===== src/rtl/fp_pkg.sv =====
// Shared types and constants for the floating-point unpack pipeline.
// Formats, biases, exponent limits, class bit positions and result widths.
package fp_pkg;

  typedef enum logic [1:0] {
    FmtHalf   = 2'b00,
    FmtSingle = 2'b01,
    FmtDouble = 2'b10,
    FmtRsvd   = 2'b11
  } fmt_e;

  localparam int unsigned EXP_W  = 13;
  localparam int unsigned MANT_W = 53;
  localparam int unsigned FRAC_W = 52;
  localparam int unsigned CLS_W  = 6;

  localparam logic [EXP_W-1:0] BIAS_H = 13'd15;
  localparam logic [EXP_W-1:0] BIAS_S = 13'd127;
  localparam logic [EXP_W-1:0] BIAS_D = 13'd1023;

  localparam logic [10:0] EXP_MAX_H = 11'd31;
  localparam logic [10:0] EXP_MAX_S = 11'd255;
  localparam logic [10:0] EXP_MAX_D = 11'd2047;

  // One-hot class vector layout: {snan, qnan, inf, denormal, normal, zero}
  localparam int unsigned CLS_ZERO   = 0;
  localparam int unsigned CLS_NORMAL = 1;
  localparam int unsigned CLS_DENORM = 2;
  localparam int unsigned CLS_INF    = 3;
  localparam int unsigned CLS_QNAN   = 4;
  localparam int unsigned CLS_SNAN   = 5;

  function automatic logic [EXP_W-1:0] fmt_bias(input fmt_e f);
    case (f)
      FmtHalf:   return BIAS_H;
      FmtSingle: return BIAS_S;
      default:   return BIAS_D;
    endcase
  endfunction

endpackage


===== src/rtl/fp_lzc52.sv =====
// Combinational leading-zero counter over a 52-bit fraction.
// An all-zero input reports 52.
module fp_lzc52 (
  input  logic [51:0] d_i,
  output logic [5:0]  cnt_o
);

  // Ascending scan: the highest set bit is the last to overwrite the count.
  always_comb begin
    cnt_o = 6'd52;
    for (int i = 0; i < 52; i++) begin
      if (d_i[i]) cnt_o = 6'(51 - i);
    end
  end

endmodule


===== src/rtl/fp_unpack_pipe.sv =====
// Two-stage FP unpacker: S1 extracts fields, classifies and counts leading zeros;
// S2 normalizes denormals and produces the unbiased exponent.
module fp_unpack_pipe
  import fp_pkg::*;
#(
  parameter int unsigned LANES   = 1,
  parameter int unsigned OUT_REG = 1
) (
  input  logic                     clk,
  input  logic                     rst,
  input  logic                     in_valid,
  output logic                     in_ready,
  input  logic [1:0]               fmt,
  input  logic [64*LANES-1:0]      fp_in,
  output logic                     out_valid,
  input  logic                     out_ready,
  output logic [LANES-1:0]         sign_out,
  output logic [EXP_W*LANES-1:0]   exp_out,
  output logic [MANT_W*LANES-1:0]  mant_out,
  output logic [CLS_W*LANES-1:0]   class_out,
  output logic                     fmt_err
);

  logic                s1_v_q, s2_v_q, skid_v_q;
  logic [1:0]          skid_fmt_q;
  logic [64*LANES-1:0] skid_data_q;
  fmt_e                s1_fmt_q;
  logic                s2_err_q;

  logic                s2_free, s1_free, in_xfer, s1_load, s2_load, skid_load;
  fmt_e                src_fmt;
  logic [64*LANES-1:0] src_data;

  assign s2_free   = !s2_v_q || out_ready;
  assign s1_free   = !s1_v_q || s2_free;
  // With the skid present, ready is a pure register so out_ready never reaches in_ready.
  assign in_ready  = !rst && ((OUT_REG != 0) ? !skid_v_q : s1_free);
  assign in_xfer   = in_valid && in_ready;
  assign skid_load = !skid_v_q && in_xfer && !s1_free;
  assign s1_load   = s1_free && (skid_v_q || in_xfer);
  assign s2_load   = s2_free && s1_v_q;
  assign src_fmt   = fmt_e'(skid_v_q ? skid_fmt_q : fmt);
  assign src_data  = skid_v_q ? skid_data_q : fp_in;
  assign out_valid = s2_v_q && !rst;
  assign fmt_err   = s2_err_q;

  always_ff @(posedge clk) begin
    if (rst) begin
      s1_v_q   <= 1'b0;
      s2_v_q   <= 1'b0;
      skid_v_q <= 1'b0;
    end else begin
      if (s1_free) s1_v_q <= skid_v_q || in_xfer;
      if (s2_free) s2_v_q <= s1_v_q;
      if (skid_v_q && s1_free) skid_v_q <= 1'b0;
      else if (skid_load)      skid_v_q <= 1'b1;
    end
  end

  always_ff @(posedge clk) begin
    if (skid_load) begin
      skid_fmt_q  <= fmt;
      skid_data_q <= fp_in;
    end
    if (s1_load) s1_fmt_q <= src_fmt;
    if (s2_load) s2_err_q <= (s1_fmt_q == FmtRsvd);
  end

  for (genvar i = 0; i < LANES; i++) begin : g_lane
    logic [63:0]        x;
    logic               sign_c;
    logic [10:0]        e_c, emax;
    logic [51:0]        f_c, f_norm;
    logic [5:0]         cls_c, lz_c;
    logic               s1_sign_q;
    logic [10:0]        s1_e_q;
    logic [51:0]        s1_f_q;
    logic [5:0]         s1_cls_q, s1_lz_q;
    logic [EXP_W-1:0]   bias, exp_c;
    logic [MANT_W-1:0]  mant_c;
    logic               s2_sign_q;
    logic [EXP_W-1:0]   s2_exp_q;
    logic [MANT_W-1:0]  s2_mant_q;
    logic [5:0]         s2_cls_q;

    assign x = src_data[64*i +: 64];

    always_comb begin
      sign_c = 1'b0;
      e_c    = '0;
      f_c    = '0;
      emax   = EXP_MAX_D;
      unique case (src_fmt)
        FmtHalf: begin
          sign_c = x[15];
          e_c    = {6'b0, x[14:10]};
          f_c    = {x[9:0], 42'b0};
          emax   = EXP_MAX_H;
        end
        FmtSingle: begin
          sign_c = x[31];
          e_c    = {3'b0, x[30:23]};
          f_c    = {x[22:0], 29'b0};
          emax   = EXP_MAX_S;
        end
        FmtDouble: begin
          sign_c = x[63];
          e_c    = x[62:52];
          f_c    = x[51:0];
          emax   = EXP_MAX_D;
        end
        FmtRsvd: ;
      endcase

      cls_c = '0;
      if (src_fmt == FmtRsvd)    cls_c[CLS_QNAN]   = 1'b1;
      else if (e_c == '0) begin
        if (f_c == '0)           cls_c[CLS_ZERO]   = 1'b1;
        else                     cls_c[CLS_DENORM] = 1'b1;
      end else if (e_c == emax) begin
        if (f_c == '0)           cls_c[CLS_INF]    = 1'b1;
        else if (f_c[51])        cls_c[CLS_QNAN]   = 1'b1;
        else                     cls_c[CLS_SNAN]   = 1'b1;
      end else                   cls_c[CLS_NORMAL] = 1'b1;
    end

    fp_lzc52 u_lzc (
      .d_i   (f_c),
      .cnt_o (lz_c)
    );

    always_ff @(posedge clk) begin
      if (s1_load) begin
        s1_sign_q <= sign_c;
        s1_e_q    <= e_c;
        s1_f_q    <= f_c;
        s1_cls_q  <= cls_c;
        s1_lz_q   <= lz_c;
      end
    end

    assign bias   = fmt_bias(s1_fmt_q);
    assign f_norm = s1_f_q << s1_lz_q;

    always_comb begin
      exp_c  = '0;
      mant_c = '0;
      if (s1_fmt_q != FmtRsvd) begin
        if (s1_cls_q[CLS_NORMAL]) begin
          exp_c  = {2'b0, s1_e_q} - bias;
          mant_c = {1'b1, s1_f_q};
        end else if (s1_cls_q[CLS_DENORM]) begin
          // Shifting by lz puts the leading one at bit 51; one more drops it into the hidden bit.
          exp_c  = '0 - bias - {7'b0, s1_lz_q};
          mant_c = {1'b1, f_norm[50:0], 1'b0};
        end else if (s1_cls_q[CLS_INF]) begin
          exp_c  = bias + 13'd1;
        end else if (s1_cls_q[CLS_QNAN] || s1_cls_q[CLS_SNAN]) begin
          exp_c  = bias + 13'd1;
          mant_c = {1'b0, s1_f_q};
        end
      end
    end

    always_ff @(posedge clk) begin
      if (s2_load) begin
        s2_sign_q <= s1_sign_q;
        s2_exp_q  <= exp_c;
        s2_mant_q <= mant_c;
        s2_cls_q  <= s1_cls_q;
      end
    end

    assign sign_out[i]                 = s2_sign_q;
    assign exp_out[EXP_W*i +: EXP_W]   = s2_exp_q;
    assign mant_out[MANT_W*i +: MANT_W] = s2_mant_q;
    assign class_out[CLS_W*i +: CLS_W] = s2_cls_q;
  end

endmodule


===== config.mk =====
export PLATFORM = sky130hd
export DESIGN_NAME = fp_unpack_pipe
export DESIGN_NICKNAME = d
export VERILOG_FILES = /design/src/rtl/fp_pkg.sv /design/src/rtl/fp_lzc52.sv /design/src/rtl/fp_unpack_pipe.sv
export SDC_FILE = /design/constraint.sdc
export NUM_CORES = 1
export LEC_CHECK = 0
export ABC_CLOCK_PERIOD_IN_PS = 8600
export BUFFER_PORTS_ARGS = -buffer_cell sky130_fd_sc_hd__buf_2
export CAP_MARGIN = 20
export CELL_PAD_IN_SITES_DETAIL_PLACEMENT = 1
export CELL_PAD_IN_SITES_GLOBAL_PLACEMENT = 1
export CORE_MARGIN = 3
export CORE_UTILIZATION = 43
export CTS_BUF_LIST = sky130_fd_sc_hd__clkbuf_4
export CTS_CLUSTER_DIAMETER = 60
export DETAILED_ROUTE_END_ITERATION = 10
export PLACE_DENSITY = 0.72
export SLEW_MARGIN = 5
export SYNTH_ARGS = -nofsm -noshare
export SYNTH_HDL_FRONTEND = slang
export SYNTH_SLANG_ARGS = --single-unit
export TNS_END_PERCENT = 10

===== constraint.sdc =====
create_clock -name clk -period 8.6 [get_ports clk]
set_input_delay 1.29 -clock clk [delete_from_list [all_inputs] [get_ports clk]]
set_output_delay 1.29 -clock clk [all_outputs]
set_load 0.01 [all_outputs]

After elaboration in Yosys (flattened, before gate mapping)
Cells that the tools add are included.
Widths: inputs -> output; s select.
{"block": "op_classes", "add_sub_neg": 4, "eq_ne": 7, "shift": 1, "n_mux": 74, "n_bitwise": 2, "reduce_logical": 31}
{"operator": "$mux 5", "count": 32}
{"operator": "$pmux 52 s3", "count": 1}
{"operator": "$mux 53", "count": 2}
{"operator": "$mux 52", "count": 2}
{"operator": "$mux 64", "count": 1}
{"operator": "$logic_not 52->1", "count": 1}
{"operator": "$mux 13", "count": 4}
{"operator": "$shl 52x6->51", "count": 1}
{"operator": "$pmux 11 s3", "count": 1}
{"operator": "$mux 4", "count": 8}
{"operator": "$reduce_or 32->1", "count": 1}
{"operator": "$mux 3", "count": 8}
{"operator": "$pmux 11 s2", "count": 1}
{"operator": "$pmux 10 s2", "count": 1}
{"operator": "$reduce_or 16->1", "count": 1}
{"operator": "$add 13x1->13 const B", "count": 1}
{"operator": "$sub 1x13->13 const A", "count": 1}
{"operator": "$sub 11x13->13", "count": 1}
{"operator": "$sub 13x6->13", "count": 1}
{"operator": "$eq 11x11->1", "count": 1}
{"operator": "$logic_not 11->1", "count": 1}
{"operator": "$mux 2", "count": 5}
{"operator": "$logic_and 1x1->1", "count": 8}
{"operator": "$reduce_or 2->1", "count": 4}
{"operator": "other kinds (12)", "count": 31}
{"block": "word_totals", "regBits": 221, "in_bits": 70, "output_inout_bits": 76, "word_cells": 144}

Depth between registers and ports, before layout
{"block": "logic_depth", "ltp_word": 54, "mapped_depth": 13, "ltp_nobuf": 9}

By module
A second synthesis with hierarchy kept.
{"block": "unflattened", "hier_cells": 1249, "hier_area_um2": 13813.2}
{"mod": "fp_unpack_pipe", "instances": 1, "cells_each": 1136, "area_each_um2": 13187.6, "seq_area_each_um2": 6606.3}
{"mod": "fp_lzc52", "instances": 1, "cells_each": 113, "area_each_um2": 625.6, "seq_area_each_um2": 0.0}

Worst setup path after synthesis
Ideal clock, no wire load.
{"block": "synth_timing", "path_type": "reg2reg", "from": "register skid_v_q", "to": "register g_lane[0].s1_cls_q[0], enable pin", "setup_ps": 540, "arrival_time_ps": 5470, "t_required_ps": 8060, "slack_ps": 2589, "stages_incl_launch_ff": 11, "path_buffers": 8, "synth_period_minus_slack_ps": 6011, "cell_sequence": "dfxtp_1 > buf_6 > buf_12 > buf_12 > buf_12 > buf_6 > buf_2 > buf_2 > buf_2 > a21oi_1 > a21oi_1"}
{"block": "synth_via", "elab_chain_cells": 5}
{"item": "from (decl)", "line": "fp_unpack_pipe.sv:24", "rtl": "logic s1_v_q, s2_v_q, skid_v_q;"}
{"item": "from (signal assigned)", "line": "fp_unpack_pipe.sv:51", "rtl": "skid_v_q <= 1'b0;"}
{"item": "from (signal assigned)", "line": "fp_unpack_pipe.sv:55", "rtl": "if (skid_v_q && s1_free) skid_v_q <= 1'b0;"}
{"item": "from (signal assigned)", "line": "fp_unpack_pipe.sv:56", "rtl": "else if (skid_load) skid_v_q <= 1'b1;"}
{"item": "$logic_not 1->1", "line": "fp_unpack_pipe.sv:37", "rtl": "assign in_ready = !rst && ((OUT_REG != 0) ? !skid_v_q : s1_free);"}
{"item": "$logic_and 1x1->1", "line": "fp_unpack_pipe.sv:37"}
{"item": "$logic_and 1x1->1", "line": "fp_unpack_pipe.sv:38", "rtl": "assign in_xfer = in_valid && in_ready;"}
{"item": "$logic_or 1x1->1 *", "line": "fp_unpack_pipe.sv:40", "rtl": "assign s1_load = s1_free && (skid_v_q || in_xfer);"}
{"item": "$logic_and 1x1->1 *", "line": "fp_unpack_pipe.sv:40"}
{"item": "net s1_load", "line": "fp_unpack_pipe.sv:30", "rtl": "logic s2_free, s1_free, in_xfer, s1_load, s2_load, skid_load;"}
{"item": "to (signal assigned)", "line": "fp_unpack_pipe.sv:137", "rtl": "s1_cls_q <= cls_c;"}
{"item": "to (decl)", "line": "fp_unpack_pipe.sv:78", "rtl": "logic [5:0] s1_cls_q, s1_lz_q;"}
Mark *: on every way through the listed nets, which the timed path passes. The rest lies on a longest branch.
A chain may end at the register's enable or synchronous reset.

Worst setup path after layout
{"block": "layout_timing", "from": "register skid_v_q", "to": "output port in_ready"}
{"block": "layout_via", "elab_chain_cells": 2}
{"item": "$logic_not 1->1", "line": "fp_unpack_pipe.sv:37"}
{"item": "$logic_and 1x1->1", "line": "fp_unpack_pipe.sv:37"}
{"item": "to (decl)", "line": "fp_unpack_pipe.sv:12", "rtl": "output logic in_ready,"}
Every way passes these cells.

==> metrics.txt <==
sort of element at the start of the critical path flip-flop; Fmax 240 MHz; pin count of the biggest net entering global routing 79; most used cells in the layout excluding fill and tap cells 218 x sky130_fd_sc_hd__edfxtp_1, 145 x sky130_fd_sc_hd__buf_2, 129 x sky130_fd_sc_hd__nor2_1, 128 x sky130_fd_sc_hd__nand2_1, 121 x sky130_fd_sc_hd__mux2i_1; global route overflow 0; cts-stage hold buffer count 0; routed length on met2 20900 um; Pwr per Cell Area 171 nW/um^2; number of detailed-routing iterations run before antenna repair 6; number of max-cap violations 0; dpl cells 1747; Root Buffer Master sky130_fd_sc_hd__clkbuf_4; combined area of the multi-input logic cells 6660 um^2; Post-synth EDFFs 218; biggest cell delay along the critical path 0.94 ns; worst-skew pair later-pin latency 0.73 ns; post-route clock period utilization 48.4%; dominant register cell in the synthesized netlist sky130_fd_sc_hd__edfxtp_1; via count 11500; length of routed wiring on met1 20400 um; area growth from synthesis to layout 12.5%; Critical Path RT 7.31 ns; Post-Syn Area per Cell 10.9 um^2; leakage 5.72 nW; fraction of layout cells with a size suffix above 1 24.4%; Final Critical Period 4.16 ns; most common library cell in the layout ignoring fill and taps sky130_fd_sc_hd__edfxtp_1; crit path kind reg -> out; result of the run finished clean; final routed wire length divided by cell count 25.5 um; nets 1494; count of pins over their slew limit 0; post-detailed-routing wire length 46900 um; vias in the first global route 11600; H-tree Lvls 2; total of buffers placed on input and output ports 145; core utilization of the finished layout 49.9%; worst-path cell with the longest stage delay sky130_fd_sc_hd__dfxtp_4; worst-case vdd ir drop 92.0 uV; post-cts resize count 0; clock sink count 221; Min-Delay Path Class reg -> reg; area inside the core boundary 31100 um^2; area taken by flip-flops and latches 6610 um^2; number of buffers between clock root and the deepest sink 3; area of the die 34200 um^2; Detail Route Antenna Nets 0; clock tree skew after final layout 0.0662 ns; unique cell type count in the Yosys netlist 84; Syn Nets 1352; HPWL reported at the end of detailed placement 35200 um; series of cell instances along the critical path buf_4 -> nor2_1 -> buf_2; clock-pin slew of the registers on the worst-case setup and hold paths 0.07 ns; number of endpoints failing setup at the final stage 0; Fin Setup TNS 0 ns; Finished Layout Cells 1843; initial antenna violation count 1; fraction of the yosys area taken by sequential cells 48.0%; Crit Path Max Fanout 69; number of instances in the synthesized netlist 1269; Post-CTS Setup Inserts 0; y dimension of the die 185 um; top layer used by detailed routing met4; flip-flop and latch count after synthesis 221; number of hold violations in the final report 0; I/O pin count 146; kind of end point of the critical path output port; die width 185 um; RSZ-0062 raised after global routing false; Starting DRT DRC Count 967; worst slew margin relative to its limit 30.8%; CTS Buf Count 58; async set-reset flop share out of synthesis 0%; transition time at the pin with the least slew margin 1.01 ns; worst endpoint data arrival time 2.87 ns; clock tree from TritonCTS yes; global-route total usage across every layer 27.1%; first-pass GRT wire length 70800 um; DRC 0; number of fill cells 3449; Cell Area, Synth 13800 um^2; initial core utilization 44.3%; FP Rows 64; WL met3 3070 um; GPL Wtd Cong 1.00; Ys Warns 0; vias per cell 6.21
## report_power, final
| group | leakage (nW) | internal (mW) | switching, mW | total (mW) |
|---|---|---|---|---|
| clock network | 0.431 | 0.484 | 0.427 | 0.911 |
| registers | 2.08 | 1.23 | 0.0324 | 1.26 |
| logic | 3.21 | 0.171 | 0.300 | 0.470 |
| total | 5.72 | 1.89 | 0.759 | 2.65 |
## kinds of logic after synthesis
| logic type | share of synthesized area [%] |
|---|---|
| and+or+nand+nor | 14.1 |
| buffers and inverters | 4.03 |
| adders and majority gates | 1.18 |
| muxes | 17.1 |
| AOI/OAI and AO/OA | 14.8 |
| xor gates and xnor gates | 0.763 |
| DFF | 48.0 |
## synthesized netlist by cell type, drive strengths merged, types with 6 or more instances
cell / n / area [um^2]
nor3: 51 / 265
o22ai: 34 / 219
o31ai: 11 / 82.6
o311ai: 7 / 61.3
edfxtp: 218 / 6550
nand2: 129 / 492
and2: 12 / 75.1
inv: 32 / 123
clkbuf: 45 / 169
a32oi: 10 / 87.6
a211oi: 7 / 52.6
o21ai: 53 / 265
nor2b: 11 / 68.8
a22o: 13 / 114
a31oi: 15 / 93.8
mux4: 29 / 653
a22oi: 28 / 210
nand3: 15 / 75.1
o211ai: 13 / 97.6
xor2: 7 / 61.3
nor2: 130 / 488
a21oi: 59 / 295
mux2: 32 / 360
or2: 6 / 37.5
mux2i: 129 / 1350
and3: 7 / 43.8
o2bb2ai: 6 / 52.6
buf: 39 / 253
ha: 13 / 163
nor3b: 21 / 158
nor4: 8 / 71.3
## cell type report
cell class,count,share of cell area [%]
multi-input cells,929,42.9
repair buffers,166,5.70
well taps,396,3.20
clock buffers,87,4.21
flip-flops and latches,221,42.7
diodes,1,0.0161
clock inverters,8,0.412
inverters,35,0.864
## state kept, by name, summed over array words and instances, names as in the netlist, 2 cells and up
| name | cells |
|---|---|
| g_lane.s1_f_q | 52 |
| exp_out | 13 |
| mant_out | 53 |
| g_lane.s1_lz_q | 6 |
| g_lane.s1_cls_q | 6 |
| class_out | 6 |
| skid_data_q | 64 |
| skid_fmt_q | 2 |
| s1_fmt_q | 2 |
| g_lane.s1_e_q | 11 |
## layer usage
layer,vias to the layer above,global-route usage (%)
met3,124,4.54
li1,5208,-
met5,-,0
met1,5611,37.2
met4,0,13.3
met2,508,41.9
## worst paths after layout
path                                              end  slack, ns  cells past startpoint                 from
worst min register to register               sign_out       0.43                      0  g_lane[0].s1_sign_q
worst max register to register  g_lane[0].s1_cls_q[5]       4.49                      9             skid_v_q
worst min-delay path                         sign_out       0.43                      0  g_lane[0].s1_sign_q
worst max-delay path                         in_ready       4.44                      3             skid_v_q
## metrics by stage
stage | cell area, um^2 | power, mW | setup WS [ns] | hold slack, ns
after floorplan | 13800 | 1.58 | 2.59 | 0.400
after global placement | 14800 | 1.74 | 4.30 | 0.420
after detailed placement | 14800 | 1.75 | 4.26 | 0.419
after CTS | 15500 | 2.68 | 4.39 | 0.433
after global routing | 15500 | 2.78 | 4.23 | 0.439
final | 15500 | 2.65 | 4.44 | 0.427
## critical path: cells and delay by family (launching register included)
family,cells,cell delay (ns)
DFF,1,0.94
buffers and inverters,2,0.97
and+or+nand+nor,1,0.17
No activity file was read; power rests on OpenSTA's default activity.
